<file path="src/rtl/move_arbiter.sv">
// Arbitrates button and accelerometer move requests into single-cycle
// move pulses, with a button repeat tick and a post-move cooldown.
module move_arbiter #(
    parameter int unsigned TICK_DIV   = 1111110,
    parameter int unsigned GAP_CYCLES = 1000
) (
    input  logic        clk,
    input  logic        reset,
    input  logic [3:0]  btn_dir,
    input  logic [3:0]  accel_pulse,
    input  logic [1:0]  src_sel,
    input  logic        enable,
    output logic [3:0]  move_out,
    output logic        active_src,
    output logic [15:0] move_count
);

    localparam int TW = (TICK_DIV > 0) ? $clog2(TICK_DIV + 1) : 1;
    localparam int GW = (GAP_CYCLES > 1) ? $clog2(GAP_CYCLES) : 1;
    localparam logic [TW-1:0] TICK_MAX = TW'(TICK_DIV);
    localparam logic [GW-1:0] GAP_MAX  = GW'(GAP_CYCLES - 1);

    typedef enum logic {
        IDLE,
        COOLDOWN
    } state_t;

    state_t          state_q, state_d;
    logic [TW-1:0]   tick_cnt_q, tick_cnt_d;
    logic [GW-1:0]   cool_cnt_q, cool_cnt_d;
    logic [3:0]      pend_q, pend_d;
    logic [3:0]      move_q, move_d;
    logic            src_q, src_d;
    logic [15:0]     count_q, count_d;

    logic            tick;
    logic [3:0]      btn_eff;
    logic [3:0]      pend_eff;
    logic            btn_ok;
    logic            acc_ok;
    logic            btn_issue;
    logic            acc_issue;
    logic            pend_clr;

    // Opposite directions on one axis cancel each other out.
    function automatic logic [3:0] axis_cancel(input logic [3:0] v);
        logic [3:0] r;
        r = v;
        if (&v[3:2]) r[3:2] = 2'b00;
        if (&v[1:0]) r[1:0] = 2'b00;
        return r;
    endfunction

    always_comb begin
        tick       = (tick_cnt_q == TICK_MAX);
        tick_cnt_d = tick ? '0 : tick_cnt_q + 1'b1;
        btn_eff    = axis_cancel(btn_dir);
        pend_eff   = axis_cancel(pend_q);
        btn_ok     = (src_sel == 2'b00) || (src_sel == 2'b01);
        acc_ok     = (src_sel == 2'b00) || (src_sel == 2'b10);
        btn_issue  = (state_q == IDLE) && btn_ok && tick && (|btn_eff);
        acc_issue  = (state_q == IDLE) && acc_ok && (|pend_eff)
                     && !btn_issue
                     && !((src_sel == 2'b00) && (|btn_eff));
    end

    always_comb begin
        state_d    = state_q;
        cool_cnt_d = cool_cnt_q;
        move_d     = 4'b0000;
        src_d      = src_q;
        count_d    = count_q;
        pend_clr   = 1'b0;
        if (!enable) begin
            state_d    = IDLE;
            cool_cnt_d = '0;
            pend_clr   = 1'b1;
        end else begin
            unique case (state_q)
                IDLE: begin
                    if (btn_issue) begin
                        move_d     = btn_eff;
                        src_d      = 1'b0;
                        count_d    = count_q + 16'd1;
                        pend_clr   = 1'b1;
                        state_d    = COOLDOWN;
                        cool_cnt_d = '0;
                    end else if (acc_issue) begin
                        move_d     = pend_eff;
                        src_d      = 1'b1;
                        count_d    = count_q + 16'd1;
                        pend_clr   = 1'b1;
                        state_d    = COOLDOWN;
                        cool_cnt_d = '0;
                    end
                end
                COOLDOWN: begin
                    if (cool_cnt_q == GAP_MAX) begin
                        state_d    = IDLE;
                        cool_cnt_d = '0;
                    end else begin
                        cool_cnt_d = cool_cnt_q + 1'b1;
                    end
                end
                default: state_d = IDLE;
            endcase
        end
        if (src_sel == 2'b11 || src_sel == 2'b01) pend_clr = 1'b1;
        // A new pulse survives a clear in the same cycle.
        pend_d = (pend_clr ? 4'b0000 : pend_q) | accel_pulse;
    end

    always_ff @(posedge clk) begin
        if (reset) begin
            state_q    <= IDLE;
            tick_cnt_q <= '0;
            cool_cnt_q <= '0;
            pend_q     <= 4'b0000;
            move_q     <= 4'b0000;
            src_q      <= 1'b0;
            count_q    <= 16'd0;
        end else begin
            state_q    <= state_d;
            tick_cnt_q <= tick_cnt_d;
            cool_cnt_q <= cool_cnt_d;
            pend_q     <= pend_d;
            move_q     <= move_d;
            src_q      <= src_d;
            count_q    <= count_d;
        end
    end

    wire [15:0] move_count_q = count_q;

    assign move_out   = move_q;
    assign active_src = src_q;
    assign move_count = move_count_q;

endmodule
</file>
<file path="config.mk">
export PLATFORM = sky130hd
export DESIGN_NAME = move_arbiter
export DESIGN_NICKNAME = d
export VERILOG_FILES = /design/src/rtl/move_arbiter.sv
export SDC_FILE = /design/constraint.sdc
export NUM_CORES = 1
export LEC_CHECK = 0
export CAP_MARGIN = 20
export CORE_ASPECT_RATIO = 0.75
export CORE_MARGIN = 2
export CORE_UTILIZATION = 51
export CTS_CLUSTER_DIAMETER = 40
export DETAILED_ROUTE_END_ITERATION = 6
export PLACE_DENSITY = 0.74
export SLEW_MARGIN = 5
export SYNTH_ARGS = -nofsm -noshare
export SYNTH_HDL_FRONTEND = slang
export SYNTH_SLANG_ARGS = --single-unit
</file>
<file path="constraint.sdc">
create_clock -name clk -period 2.68 [get_ports clk]
set_clock_uncertainty 0.2 [all_clocks]
set_input_delay 0.536 -clock clk [delete_from_list [all_inputs] [get_ports clk]]
set_output_delay 0.536 -clock clk [all_outputs]
set_load 0.02 [all_outputs]
</file>
==> results.yml <==
run_status:
  result_of_the_run: "finished, final reports clean"
cts:
  cts_tree: "built"
  buffer_depth_of_the_longest_clock_path: 2
  cts_inserted_buffers: 9
  clock_latency_ns: 0.33
  cts.htree.levels: 3
  clkSlewWorstSetupHoldPaths_ns: 0.06
  cts_root_buf: "sky130_fd_sc_hd__clkbuf_8"
  clock_sink_count: 57
min_path:
  min_path_type: "flip-flop to flip-flop"
sta:
  fmax_ghz: 0.373
  finalCritPeriodShare_pct: 99.9
  worst_slew_pin_slew_ns: 0.642
  timing.max_slew.rel_slack_pct: 56.9
  final_max_slew_viol_count: 0
  final_hold_viol_count: 0
  pnr_worst_setup_slack_ns: 0.00194
  final-setup-viol-count: 0
  layout_min_cycle_time_ns: 2.68
  final.hold.worst_slack_ns: 0.290
synth:
  synthDistinctLibCells: 42
  synth.area.top_cells: "sky130_fd_sc_hd__dfxtp_1 (42%), sky130_fd_sc_hd__ha_1 (5.5%), sky130_fd_sc_hd__a21oi_1 (4.9%)"
  synth_top_family_by_area: "simple AND/OR/NAND/NOR gates"
  synth_simple_gate_area_share_pct: 25.5
  netlist_area_sq_um: 2750
  synth_compound_gate_area_share_pct: 17.6
  yosys.area_share.xor_xnor_pct: 5.10
  synth.yosys.seq_area_share_pct: 41.5
  postSynthNetCount: 344
  ys_ff_latch: 57
  most_used_standard_cell_by_instance_count_after_synthesis: "sky130_fd_sc_hd__dfxtp_1"
  largest_area_contributor_in_the_synthesized_netlist: "sky130_fd_sc_hd__dfxtp_1"
  async_reset_ff_share_pct: 0
  synthMuxAreaShare_pct: 0.729
  synth_common_cells: "sky130_fd_sc_hd__dfxtp_1 (57), sky130_fd_sc_hd__a21oi_1 (27), sky130_fd_sc_hd__nor2_1 (27), sky130_fd_sc_hd__inv_1 (19)"
  synth_enable_flop_cells: 0
  syn_avg_cell_area_sq_um: 8.61
  yosysWarnings: 0
  postSynthCellCount: 319
  adder_cell_area_share_of_the_yosys_netlist_pct: 5.47
  synthDominantCellAreaShare_pct: 41.5
  yosys_most_used_dff: "sky130_fd_sc_hd__dfxtp_1"
power_and_ir_drop:
  switchingPower_w: 0.000420
  ir_worst_vdd_v: 0.000411
  p_clk_share_pct: 42.2
  p_comb_share_pct: 10.1
  power_switching_share_pct: 23.1
  p_int_w: 0.00140
  p_leak_nw: 1.32
  sequential_share_of_power_pct: 47.7
  power.density_nw_per_um2: 488
critical_path:
  end_kind: "flip-flop"
  cp_cell_sequence: "clkdlybuf4s50_1 > inv_2 > ha_4 > a21oi_4 > and2_4 > a31oi_4 > clkbuf_16 > or4_1 > a21oi_1"
  crit_family: "buffers and inverters"
  critical_path.max_fanout: 4
  crit_path_max_incr_delay_ns: 0.53
  worst_ep_required_time_ns: 2.73
  worstSetupPathType: "primary input to flip-flop"
  cp_num_buf_inv: 3
  start_kind: "primary input"
  worst_path_max_delay_cell: "sky130_fd_sc_hd__or4_1"
  crit_arrival_ns: 2.73
route:
  totalWireLength_microns: 6680
  detailedRoute.firstIterationViolations: 105
  drt_pass1_iterations: 4
  route.detailed.wl_per_inst_microns: 14.5
  post_drt_via_cell_ratio: 5.59
  ant_nets: 0
  number_of_remaining_drc_errors: 0
  via_count: 2570
place:
  globalplace.congestion: 0.870
  dpl.hpwl_microns: 4460
  place_inst: 439
  port_buffers: 33
  placement.setup.worst_slack_ns: -0.517
floorplan:
  rows: 23
  ioPinCount: 34
  design.die.area_sq_um: 5990
  chipWidth_microns: 88.7
  floorplan.initialDensity_pct: 52.2
  die_h_microns: 67.6
  placeableCoreArea_sq_um: 5270
global_route:
  maximum_number_of_pins_on_one_net_before_global_route_repair: 23
  gr-total-overflow: 0
  grtUsageTotal_pct: 23.2
  first_pass_grt_wire_length_microns: 10600
  first_global_vias: 2387
  antenna_found_initial: 0
cells_and_area:
  layout_cell_share_with_drive_strength_beyond_1_pct: 17.9
  stdcell_count: 460
  antennaDiodeCount: 0
  fill_cell_total_of_the_finished_layout: 407
  area.growth.synth_to_final_pct: 36.2
  fin_nets: 405
run:
  max_cap_violations: 0
==> per-stage QoR <==
step | util [%] | TNS, ns | instance area (sq um) | total power (W)
6_report | 71.0 | 0 | 3740 | 0.00182
2_1_floorplan | - | 0 | 2750 | 0.000960
3_3_place_gp | 63.2 | -7.00 | 3330 | 0.00103
5_1_grt | 71.0 | -0.0930 | 3740 | 0.00190
3_5_place_dp | 63.2 | -9.11 | 3330 | 0.00103
4_1_cts | 69.0 | 0 | 3630 | 0.00184
==> worst paths after layout <==
path                       from             to  slack [ns]  cells after the start
hold / removal    cool_cnt_q[9]  cool_cnt_q[9]        0.29                      1
setup / recovery     btn_dir[0]  move_count[9]       0.002                      9
setup reg to reg  tick_cnt_q[1]  move_count[9]        0.04                      7
hold reg to reg   cool_cnt_q[9]  cool_cnt_q[9]        0.29                      1
==> power by group through the flow <==
stage | Combinational (W) | Sequential (W) | Clock, W
final | 0.000184 | 0.000870 | 0.000770
after global routing | 0.000201 | 0.000871 | 0.000823
after CTS | 0.000175 | 0.000869 | 0.000792
after detailed placement | 0.000147 | 0.000888 | 0
after global placement | 0.000144 | 0.000887 | 0
after floorplan | 0.0000675 | 0.000892 | 0
==> layout by cell type, fill, tap and decap left out, types with 12 or more instances in the layout <==
cell type and count:
sky130_fd_sc_hd__dfxtp_1 56, sky130_fd_sc_hd__nand3_1 17, sky130_fd_sc_hd__clkdlybuf4s50_1 32, sky130_fd_sc_hd__inv_1 16, sky130_fd_sc_hd__nor3_1 12, sky130_fd_sc_hd__buf_4 23, sky130_fd_sc_hd__nand2_1 17, sky130_fd_sc_hd__o21ai_0 14
sky130_fd_sc_hd__nor2_1 27, sky130_fd_sc_hd__a21oi_1 19
==> state kept, by name, indices dropped and copies added, names as in the netlist <==
name,cells
move_count,16
tick_cnt_q,21
cool_cnt_q,10
move_out,4
active_src,1
state_q,1
pend_q,4
==> cell families after synthesis <==
kind of cell / Yosys count
fa+ha+maj: 12
buf+inv: 29
flops: 57
mux: 2
simple gates: 127
xor+xnor: 16
compound gates: 76
==> what timing repair did <==
item	4_1_cts	5_1_grt
pin swaps	7	16
hold buffers	0	0
gates resized for setup	12	22
setup buffers	2	1
setup endpoints to repair	13	14
cloned	1	1
==> final cells by class <==
class / count / area (sq um) / share of cell area [%]
flip-flops and latches: 57 / 1140 / 30.5
clock inverters: 3 / 40.0 / 1.07
well taps: 75 / 93.8 / 2.51
repair buffers: 60 / 596 / 15.9
clock buffers: 13 / 149 / 3.98
inverters: 19 / 71.3 / 1.91
multi-input cells: 233 / 1650 / 44.1
==> layer usage <==
layer	global-route usage [%]	part of all wire [%]	vias to the layer above
li1	-	-	1305
met1	29.3	49	1207
met2	37.6	46	51
met3	7.58	4.4	7
met4	7.39	0.85	0
met5	0	0	-
No activity file was read; power rests on OpenSTA's default activity.
